File: config.mk
export PLATFORM = sky130hd
export DESIGN_NAME = jtkiwi_paldma
export DESIGN_NICKNAME = d
export VERILOG_FILES = /design/src/rtl/jtkiwi_paldma.sv
export SDC_FILE = /design/constraint.sdc
export NUM_CORES = 1
export LEC_CHECK = 0
export ABC_AREA = 0
export CAP_MARGIN = 5
export CORE_MARGIN = 1.5
export CORE_UTILIZATION = 39
export DETAILED_ROUTE_END_ITERATION = 10
export GPL_ROUTABILITY_DRIVEN = 0
export PLACE_DENSITY = 0.64
export SLEW_MARGIN = 20
export SYNTH_ARGS = -nofsm -noshare
export SYNTH_HDL_FRONTEND = slang
export SYNTH_SLANG_ARGS = --single-unit
File: constraint.sdc
create_clock -name clk -period 1.9 [get_ports clk]
set_input_delay 0.38 -clock clk [delete_from_list [all_inputs] [get_ports clk]]
set_output_delay 0.38 -clock clk [all_outputs]
set_load 0.005 [all_outputs]
File: src/rtl/jtkiwi_paldma.sv
// Palette upload engine: copies a block of ROM bytes into the palette RAM
// through the shared CPU-side write port. The CPU always has priority on the
// port, and writes can optionally be confined to vertical blank.
module jtkiwi_paldma #(
    parameter int AW      = 10,
    parameter int RW      = 22,
    parameter bit VB_ONLY = 1'b1
) (
    input  logic          clk,
    input  logic          rst_n,
    input  logic          start,
    input  logic [RW-1:0] src_base,
    input  logic [AW:0]   len,
    input  logic          LVBL,
    input  logic          cpu_pal_we,
    output logic          rom_cs,
    output logic [RW-1:0] rom_addr,
    input  logic          rom_ok,
    input  logic [7:0]    rom_data,
    output logic [AW-1:0] pal_addr,
    output logic [7:0]    pal_dout,
    output logic          pal_we,
    output logic          busy,
    output logic          done
);

    typedef enum logic [2:0] {
        ST_IDLE,
        ST_REQ,
        ST_WAIT,
        ST_WR,
        ST_FIN
    } state_t;

    state_t        state_q, state_d;
    logic [RW-1:0] rom_addr_q, rom_addr_d;
    logic [AW-1:0] pal_addr_q, pal_addr_d;
    logic [7:0]    pal_dout_q, pal_dout_d;
    logic [AW:0]   remain_q, remain_d;
    logic          nolen_q, nolen_d;   // zero-length start: done pulse without busy
    logic          wr_ok;

    // The port is free when the CPU is not using it and, if restricted, during blank
    assign wr_ok = !cpu_pal_we && (!VB_ONLY || !LVBL);

    // State and datapath registers
    always_ff @(posedge clk or negedge rst_n) begin
        if (!rst_n) begin
            state_q    <= ST_IDLE;
            rom_addr_q <= '0;
            pal_addr_q <= '0;
            pal_dout_q <= '0;
            remain_q   <= '0;
            nolen_q    <= 1'b0;
        end else begin
            state_q    <= state_d;
            rom_addr_q <= rom_addr_d;
            pal_addr_q <= pal_addr_d;
            pal_dout_q <= pal_dout_d;
            remain_q   <= remain_d;
            nolen_q    <= nolen_d;
        end
    end

    // Next-state logic: fetch one byte, write it, repeat until the count runs out
    always_comb begin
        state_d    = state_q;
        rom_addr_d = rom_addr_q;
        pal_addr_d = pal_addr_q;
        pal_dout_d = pal_dout_q;
        remain_d   = remain_q;
        nolen_d    = 1'b0;
        case (state_q)
            ST_IDLE: begin
                if (start) begin
                    if (len != '0) begin
                        rom_addr_d = src_base;
                        pal_addr_d = '0;
                        remain_d   = len;
                        state_d    = ST_REQ;
                    end else begin
                        nolen_d = 1'b1;
                    end
                end
            end
            // rom_ok here may belong to the previous address, so it is not looked at
            ST_REQ: state_d = ST_WAIT;
            ST_WAIT: begin
                if (rom_ok) begin
                    pal_dout_d = rom_data;
                    state_d    = ST_WR;
                end
            end
            ST_WR: begin
                if (wr_ok) begin
                    rom_addr_d = rom_addr_q + 1'b1;
                    remain_d   = remain_q - 1'b1;
                    if (remain_q == {{AW{1'b0}}, 1'b1}) begin
                        // Last byte: leave pal_addr on the final address written
                        state_d = ST_FIN;
                    end else begin
                        pal_addr_d = pal_addr_q + 1'b1;
                        state_d    = ST_REQ;
                    end
                end
            end
            ST_FIN:  state_d = ST_IDLE;
            default: state_d = ST_IDLE;
        endcase
    end

    assign rom_cs   = (state_q == ST_REQ) || (state_q == ST_WAIT);
    assign rom_addr = rom_addr_q;
    assign pal_addr = pal_addr_q;
    assign pal_dout = pal_dout_q;
    assign pal_we   = (state_q == ST_WR) && wr_ok;
    assign busy     = (state_q != ST_IDLE);
    assign done     = (state_q == ST_FIN) || nolen_q;

endmodule

Yosys cells after proc, flatten, opt, wreduce, memory -nomap -nowiden
Index checks and enable logic that the tools add are counted.
{ "totals": {"elab_cells": 55, "reg_bits": 55, "in_bits": 47} }
{ "op_classes": {"eq_ne": 10, "n_reduce_logical": 14, "addsub": 3, "n_mux": 22} }
{ "op_table": {"columns": ["cell", "count"], "rows": [
  ["$mux 22", 3],
  ["$pmux 22 s2", 1],
  ["$mux 10", 4],
  ["$mux 11", 3],
  ["$add 22x1->22 const B", 1],
  ["$pmux 11 s2", 1],
  ["$pmux 10 s2", 1],
  ["$mux 3", 5],
  ["$pmux 3 s4", 1],
  ["$eq 11x1->1 const B", 1],
  ["$reduce_bool 11->1", 1],
  ["$sub 11x1->11 const B", 1],
  ["$add 10x1->10 const B", 1],
  ["$ne 2x2->1 const B", 5],
  ["$reduce_and 4->1", 2],
  ["$eq 3x2->1 const B", 2],
  ["$reduce_and 5->1", 1],
  ["$eq 3x1->1 const B", 1],
  ["$eq 3x3->1 const B", 1],
  ["$logic_not 3->1", 1],
  ["$mux 1", 3],
  ["$reduce_bool 3->1", 1],
  ["$logic_and 1x1->1", 2],
  ["$logic_not 1->1", 2],
  ["3 further kinds", 4]
]} }

Logic depth before layout (Yosys ltp)
Gate-level depths: netlist of run 1.
{ "logic_depth": {"depth_word": 4, "ltp_mapped": 8, "ltp_nobuf": 7} }

Worst setup path after synthesis of run 1
Ideal clock, no wire load.
{ "synth_timing": {"path_type": "reg-to-reg", "startpoint": "register rom_addr_q[0], in the netlist rom_addr[0]", "endpoint": "register rom_addr_q[20], in the netlist rom_addr[20]", "period_less_slack_ps": 1723, "arrival_ps": 1586, "path_stages_with_launch": 8, "path_slack_ps": 177, "path_buffers": 1, "setup_time_ps": 137, "t_required_ps": 1763, "path_cell_list": "dfrtp_1 -> ha_1 -> and3_1 -> and3_1 -> clkbuf_1 -> nand2_1 -> o32ai_1 -> a21oi_1"} }
{ "synth_between": {"elab_chain_cells": 3} }
{ "synth_lines": {"columns": ["element", "line_no", "source"], "rows": [
  ["start: declaration", "36", "logic [RW-1:0] rom_addr_q, rom_addr_d;"],
  ["start signal: assignment", "57", "rom_addr_q <= rom_addr_d;"],
  ["$add 22x1->22", "96", "rom_addr_d = rom_addr_q + 1'b1;"],
  ["$mux 22", "95", "if (wr_ok) begin"],
  ["$pmux 22 s2", "73", "case (state_q)"]
]} }
Every way passes these cells. The select of a mux whose other input is x is not followed.
A chain may end at the register's enable or synchronous reset.

Worst setup path in the final report of run 1
{ "layout_timing": {"startpoint": "input port cpu_pal_we", "endpoint": "register pal_addr_q[9], in the netlist pal_addr[9]"} }
{ "layout_between": {"elab_chain_cells": 4} }
{ "layout_lines": {"columns": ["element", "line_no", "source"], "rows": [
  ["start: declaration", "15", "input logic cpu_pal_we,"],
  ["$logic_not 1->1", "44", "assign wr_ok = !cpu_pal_we && (!VB_ONLY || !LVBL);"],
  ["$logic_and 1x1->1", "44", null],
  ["$ne 2x2->1 (no source line)", null, null],
  ["$reduce_and 5->1 (no source line)", null, null],
  ["end signal: assignment", "58", "pal_addr_q <= pal_addr_d;"],
  ["end: declaration", "37", "logic [AW-1:0] pal_addr_q, pal_addr_d;"]
]} }
Every way passes these cells.

==> results.py, run 1 <==
metrics = {
    "route": {
        "dr.pass1.iters": 4,
        "drt-met1-wl_mm": 4.11,
        "wl_per_cell_um": 15.2,
        "wirelength_mm": 8.89,
        "routed-wl-met3_um": 454,
        "top_layer_used": "met4",
        "drc": 0,
        "via_count": 3248,
        "wl_met2_mm": 4.24,
        "viasPerCell": 5.54,
        "antenna_left": 0,
        "drt_iter0_markers": 148,
    },
    "critical_path": {
        "path_buf_inv": 1,
        "arrival_ns": 2.07,
        "path_class": "in -> reg",
        "cpMaxStageDelayCell": "or4_1",
        "crit_path_max_incr_delay_ns": 0.51,
        "worstPathRequired_ns": 2.14,
        "crit_fanout": 5,
        "critPathTopFamily": "simple AND/OR/NAND/NOR gates",
        "crit_chain": "clkdlybuf4s50_1, and4bb_1, o21ba_4, nand3_4, or4_1, a21oi_1",
        "endpoint_kind": "flop",
        "critPathLaunchType": "input port",
    },
    "sta": {
        "rsz0062_at_grt": "yes",
        "maxSlewHeadroom_pct": 66.9,
        "slew_viol_final": 0,
        "final_hold_viol_count": 0,
        "finalCritPeriodShare_pct": 96.3,
        "setup_viol": 0,
        "fin_setup_tns_ns": 0,
        "tightest_slew_ns": 0.493,
        "skew_ns": 0.00986,
        "fin_crit_ns": 1.83,
        "fmax_mhz": 547,
    },
    "synthesis": {
        "async_flop_share_pct": 100,
        "yosysSeqAreaShare_pct": 42.7,
        "synth-edff-count": 0,
        "syn_nets": 412,
        "ys_seq_elements": 55,
        "syn_avg_cell_area_um2": 8.94,
        "synth_area_um2": 3230,
        "ys.flop_type": "dfrtp_1",
        "synth_warnings": 0,
        "syn_inst": 361,
        "ys_types": 51,
    },
    "clock_network": {
        "numCtsBuffers": 5,
        "hold_buffers": 0,
        "cts_root_buf": "clkbuf_8",
        "cts_sinks": 55,
        "cts_tree": "built",
        "clkLatencyLatePin_ns": 0.31,
        "cts.htree.levels": 2,
        "clk_pin_slew_ns": 0.10,
        "clock_path_buffers": 2,
    },
    "final_layout": {
        "post-route-util_pct": 60.8,
        "layout.nets": 534,
        "ff_latch_area_um2": 1380,
        "multiInputGateArea_um2": 1760,
        "syn_to_final_growth_pct": 47.9,
        "fin_cells": 586,
        "fill_cells": 704,
        "drive_gt1_share_pct": 18.4,
        "antennaDiodeCount": 0,
    },
    "global_route": {
        "overflow": 0,
        "grt_pass1_vias": 2972,
        "grt_max_degree": 56,
        "grtUsageTotal_pct": 19.9,
        "grt_pass1_wl_mm": 14.1,
        "antenna_found_initial": 0,
    },
    "floorplanning": {
        "coreArea_um2": 7850,
        "ios": 91,
        "die_width_um": 93.9,
        "dieHeight_um": 93.9,
        "initial_utilization_pct": 41.1,
        "die_area_um2": 8830,
        "rows": 32,
    },
    "min_path": {
        "hold_path.class": "in -> async",
    },
    "placement": {
        "place.port_buffers": 90,
        "place_hpwl_mm": 6.12,
        "place_inst": 569,
    },
    "power_and_ir_drop": {
        "p_leak_nw": 1.99,
        "p_per_area_nw_per_um2": 1400,
        "vdd_drop_max_mv": 0.668,
    },
    "outcome": {
        "status": "finished, final reports clean",
    },
    "job": {
        "drv.max_cap_violation_count": 0,
    },
}
stage by stage:
| step | power [mW] | setup WS (ns) | hold WS, ns | area [µm²] |
|---|---|---|---|---|
| floorplan | 4.04 | 0.177 | 0.0844 | 3230 |
| global placement | 5.69 | -0.274 | 0.409 | 4520 |
| detailed placement | 5.76 | -0.302 | 0.409 | 4520 |
| CTS | 6.54 | 0.0243 | 0.0714 | 4650 |
| global route | 7.21 | -0.0156 | 0.0827 | 4770 |
| finish | 6.70 | 0.0708 | 0.0461 | 4770 |
synth_stat cells, types with 3 or more instances:
library cell / number / area, µm²
clkbuf_1: 13 / 48.8
nor3_1: 9 / 45.0
o21ai_0: 29 / 145
o32ai_1: 5 / 43.8
ha_1: 4 / 50.1
a31oi_1: 6 / 37.5
nand3_1: 20 / 100
a21o_1: 3 / 22.5
or3_1: 8 / 50.1
nand2_1: 38 / 143
and3_1: 9 / 56.3
a2bb2oi_1: 13 / 114
inv_1: 6 / 22.5
nand4_1: 5 / 31.3
buf_2: 9 / 45.0
o211ai_1: 3 / 22.5
nor2_1: 29 / 109
o22ai_1: 9 / 56.3
dfrtp_1: 55 / 1380
mux2_2: 9 / 101
a21oi_1: 37 / 185
nor3b_1: 4 / 30.0
o2bb2ai_1: 3 / 26.3
layer usage:
layer  vias up  GRT usage (%)
met3        10           3.48
li1       1587              -
met1      1547           26.6
met5         -              0
met4         0           4.48
met2       104           33.5
kinds of logic (layout without fill, tap and decap cells):
kind of cell / after synthesis / count (layout) / share of synthesized area (%)
DFF: 55 / 55 / 42.7
xor gates and xnor gates: 1 / 1 / 0.272
and+or+nand+nor: 141 / 141 / 24.6
buffers and inverters: 31 / 154 / 4.42
AOI/OAI and AO/OA: 120 / 120 / 23.4
muxes: 9 / 9 / 3.14
adders and majority gates: 4 / 4 / 1.55
worst paths after layout:
check	from	to	slack, ns	cells after the start
setup / recovery	cpu_pal_we	pal_addr[9]	0.07	6
hold / removal	rst_n	pal_addr[5]	0.05	2
setup reg to reg	state_q[2]	pal_addr[2]	0.09	8
hold reg to reg	pal_dout[3]	pal_dout[3]	0.52	1
max in group asynchronous	rst_n	pal_dout[7]	1.58	2
min in group clk	pal_dout[3]	pal_dout[3]	0.52	1
layout make-up:
cell class / instances / area share (%)
clock buffers: 8 / 2.10
inverters: 6 / 0.472
multi-input cells: 275 / 36.9
flip-flops and latches: 55 / 28.8
well taps: 102 / 2.68
repair buffers: 140 / 29.0
cells in the final DEF (no fill, tap or decap), types with 9 or more instances in the layout:
master,Yosys,routed
nand2_1,38,37
o22ai_1,9,9
buf_4,2,39
nand3_1,20,20
a21oi_1,37,36
a2bb2oi_1,13,13
o21ai_0,29,29
mux2_2,9,9
nor2_1,29,29
clkdlybuf4s50_1,0,82
dfrtp_1,55,55
where the power goes:
part	switching, mW	internal, mW	total (mW)	leakage, nW
clock	0.391	0.334	0.725	0.0515
combinational	1.70	2.07	3.77	1.27
sequential	0.551	1.65	2.20	0.665
total	2.64	4.06	6.70	1.99
flip-flops by register name (all words and copies together), names as in the netlist:
| signal | flops |
|---|---|
| rom_addr | 22 |
| pal_dout | 8 |
| state_q | 3 |
| nolen_q | 1 |
| remain_q | 11 |
| pal_addr | 10 |
what timing repair did:
item / CTS / global route
gates resized for setup: 8 / 16
pin swaps: 2 / 7
endpoints found under the setup margin: 6 / 20
buffers inserted: 3 / 5
endpoints found under the hold margin: 0 / 0
cloned: 0 / 1
No activity file was read; power rests on OpenSTA's default activity.
==> run 2, diff against run 1 <==
- CELL_PAD_IN_SITES_DETAIL_PLACEMENT: default -> 1
- CELL_PAD_IN_SITES_GLOBAL_PLACEMENT: default -> 1
- CORE_UTILIZATION: 39 -> 36
- PLACE_DENSITY: 0.64 -> 0.78
- TNS_END_PERCENT: default -> 10
==> run 2 against run 1 <==
Effect of this change:
- hold slack lost 0.015 ns
- critical path depth is the same
- clock power shrank 1%
- fmax shrank 1.1%
- register-to-register slack lost 0.03 ns
- critical endpoint is now state_q[1]
- largest cell class unchanged
==> results.py, run 2 (synthesis results as in run 1) <==
metrics = {
    "final_layout": {
        "largest_reg_flops": 22,
        "antennaDiodeCount": 0,
        "fill_cells": 993,
        "multiInputGateArea_um2": 1770,
        "final_cell_mix": "84 x clkdlybuf4s50_1, 53 x dfrtp_1, 37 x nand2_1",
        "ff_latch_area_um2": 1380,
        "design_area_um2": 4660,
        "syn_to_final_growth_pct": 44.4,
        "post-route-util_pct": 53.4,
        "layout.nets": 524,
        "drive_gt1_share_pct": 17.7,
        "final_common_cell": "clkdlybuf4s50_1",
    },
    "critical_path": {
        "worstReg2RegStart": "state_q[0]",
        "r2r-end": "state_q[1]",
        "cp-startpoint": "len[8]",
        "r2r_cells": 7,
        "endpoint_kind": "flop",
        "critPathLaunchType": "input port",
        "arrival_ns": 2.06,
        "crit_fanout": 7,
        "path_class": "in -> reg",
        "worstPathRequired_ns": 2.11,
        "r2r_slack_ns": 0.06,
    },
    "power_and_ir_drop": {
        "clockPowerShare_pct": 10.8,
        "internal_power_mw": 3.87,
        "p_per_area_nw_per_um2": 1420,
        "sw_frac_of_total_pct": 41.7,
        "switching_power_mw": 2.76,
        "combPwrFrac_pct": 55.5,
        "p_leak_nw": 1.90,
        "seqPwrFrac_pct": 33.6,
        "vdd_drop_max_mv": 0.611,
    },
    "clock_network": {
        "cts.htree.levels": 2,
        "numCtsBuffers": 5,
        "cts_root_buf": "clkbuf_8",
        "cts_sinks": 55,
        "clk_pin_slew_ns": 0.12,
        "hold_buffers": 0,
        "cts_tree": "built",
        "clock_path_buffers": 2,
        "clkLatencyLatePin_ns": 0.32,
    },
    "outcome": {
        "status": "finished, final reports clean",
    },
    "placement": {
        "place_ws_ns": -0.330,
        "place_hpwl_mm": 7.38,
        "place.port_buffers": 90,
        "placed_area_um2": 4460,
    },
    "sta": {
        "skew_ns": 0.0143,
        "timing.final.ws_setup_ns": 0.0497,
        "fmax_mhz": 540,
        "tightest_slew_ns": 0.471,
        "maxSlewHeadroom_pct": 68.3,
        "final_hold_viol_count": 0,
        "finalCritPeriodShare_pct": 97.4,
        "fin_setup_tns_ns": 0,
        "fin_crit_ns": 1.85,
        "slew_viol_final": 0,
        "setup_viol": 0,
        "rsz0062_at_grt": "yes",
    },
    "floorplanning": {
        "initial_utilization_pct": 37.0,
        "die_area_um2": 9540,
        "die_width_um": 97.7,
        "rows": 34,
        "dieHeight_um": 97.7,
        "coreArea_um2": 8720,
        "ios": 91,
    },
    "global_route": {
        "grt_max_degree": 56,
        "grt_pass1_vias": 3493,
        "grtUsageTotal_pct": 22.0,
        "antenna_found_initial": 0,
        "grt_pass1_wl_mm": 17.2,
        "overflow": 0,
    },
    "route": {
        "viasPerCell": 5.67,
        "wirelength_mm": 10.2,
        "dr.pass1.iters": 4,
        "drc": 0,
        "wl_per_cell_um": 17.5,
        "antenna_left": 0,
        "via_count": 3298,
        "drt_iter0_markers": 117,
    },
    "job": {
        "drv.max_cap_violation_count": 0,
    },
    "min_path": {
        "hold_path.class": "in -> async",
    },
}
-- run 2: cell count changes in the layout (fill, tap and decap cells not counted), sizes merged --
cell	before	now
clkinv	0	1
dlygate4sd2	3	4
clkdlybuf4s15	1	0
clkinvlp	0	1
inv	6	7
buf	50	41
clkdlybuf4s50	82	84
clkbuf	9	5
dlymetal6s2s	3	1
-- run 2: through the flow --
stage                     hold slack, ns  instances  total power, mW
after floorplan                   0.0844        361             4.04
after global placement             0.406        570             5.64
after detailed placement           0.409        570             5.82
after CTS                         0.0499        581             6.59
after global routing              0.0430        582             7.13
final                             0.0315        582             6.63
-- run 2: repair_timing --
| action | 4_1_cts | 5_1_grt |
|---|---|---|
| gates resized for setup | 9 | 16 |
| endpoints found under the setup margin | 9 | 30 |
| pin swaps | 3 | 3 |
| buffers inserted | 4 | 1 |
-- run 2: power by group through the flow --
stage / Combinational [mW] / Clock, mW / Sequential, mW
after floorplan: 1.90 / 0 / 2.14
after global placement: 3.46 / 0 / 2.18
after detailed placement: 3.60 / 0 / 2.22
after CTS: 3.65 / 0.733 / 2.21
after global routing: 4.04 / 0.778 / 2.31
final: 3.68 / 0.716 / 2.23
-- run 2: cell type report --
class,count,area share (%)
clock inverters,3,0.591
multi-input cells,275,38.0
flip-flops and latches,55,29.6
clock buffers,5,1.48
inverters,6,0.484
well taps,108,2.90
repair buffers,130,26.9
-- run 2: worst max path at each step --
stage                              end  slack (ns)
after floorplan           rom_addr[20]        0.18
after global placement    rom_addr[19]       -0.33
after detailed placement  rom_addr[13]       -0.33
after CTS                  pal_addr[9]      0.0007
after global routing        state_q[1]       -0.04
final                       state_q[1]        0.05
-- run 2: layer usage --
layer | routed length (µm) | vias to the layer above | global-route usage (%)
met5 | 0 | - | 0
met4 | 69 | 0 | 3.96
met3 | 444 | 8 | 3.53
met2 | 5040 | 94 | 38.7
met1 | 4610 | 1631 | 28.7
li1 | - | 1565 | -
-- run 2: worst max-delay path, cell delays in order --
cell	delay, ns
clkdlybuf4s50_1	0.46
nor4_4	0.35
nand4_4	0.21
buf_4	0.19
o31ai_1	0.09
mux2_2	0.38
==> run 3, diff against run 2 <==
- ABC_CLOCK_PERIOD_IN_PS: default -> 1900
- GPL_ROUTABILITY_DRIVEN: 0 -> 1
==> results of run 3 <==
The final DEF is identical to that of run 2; final timing and power are the same.
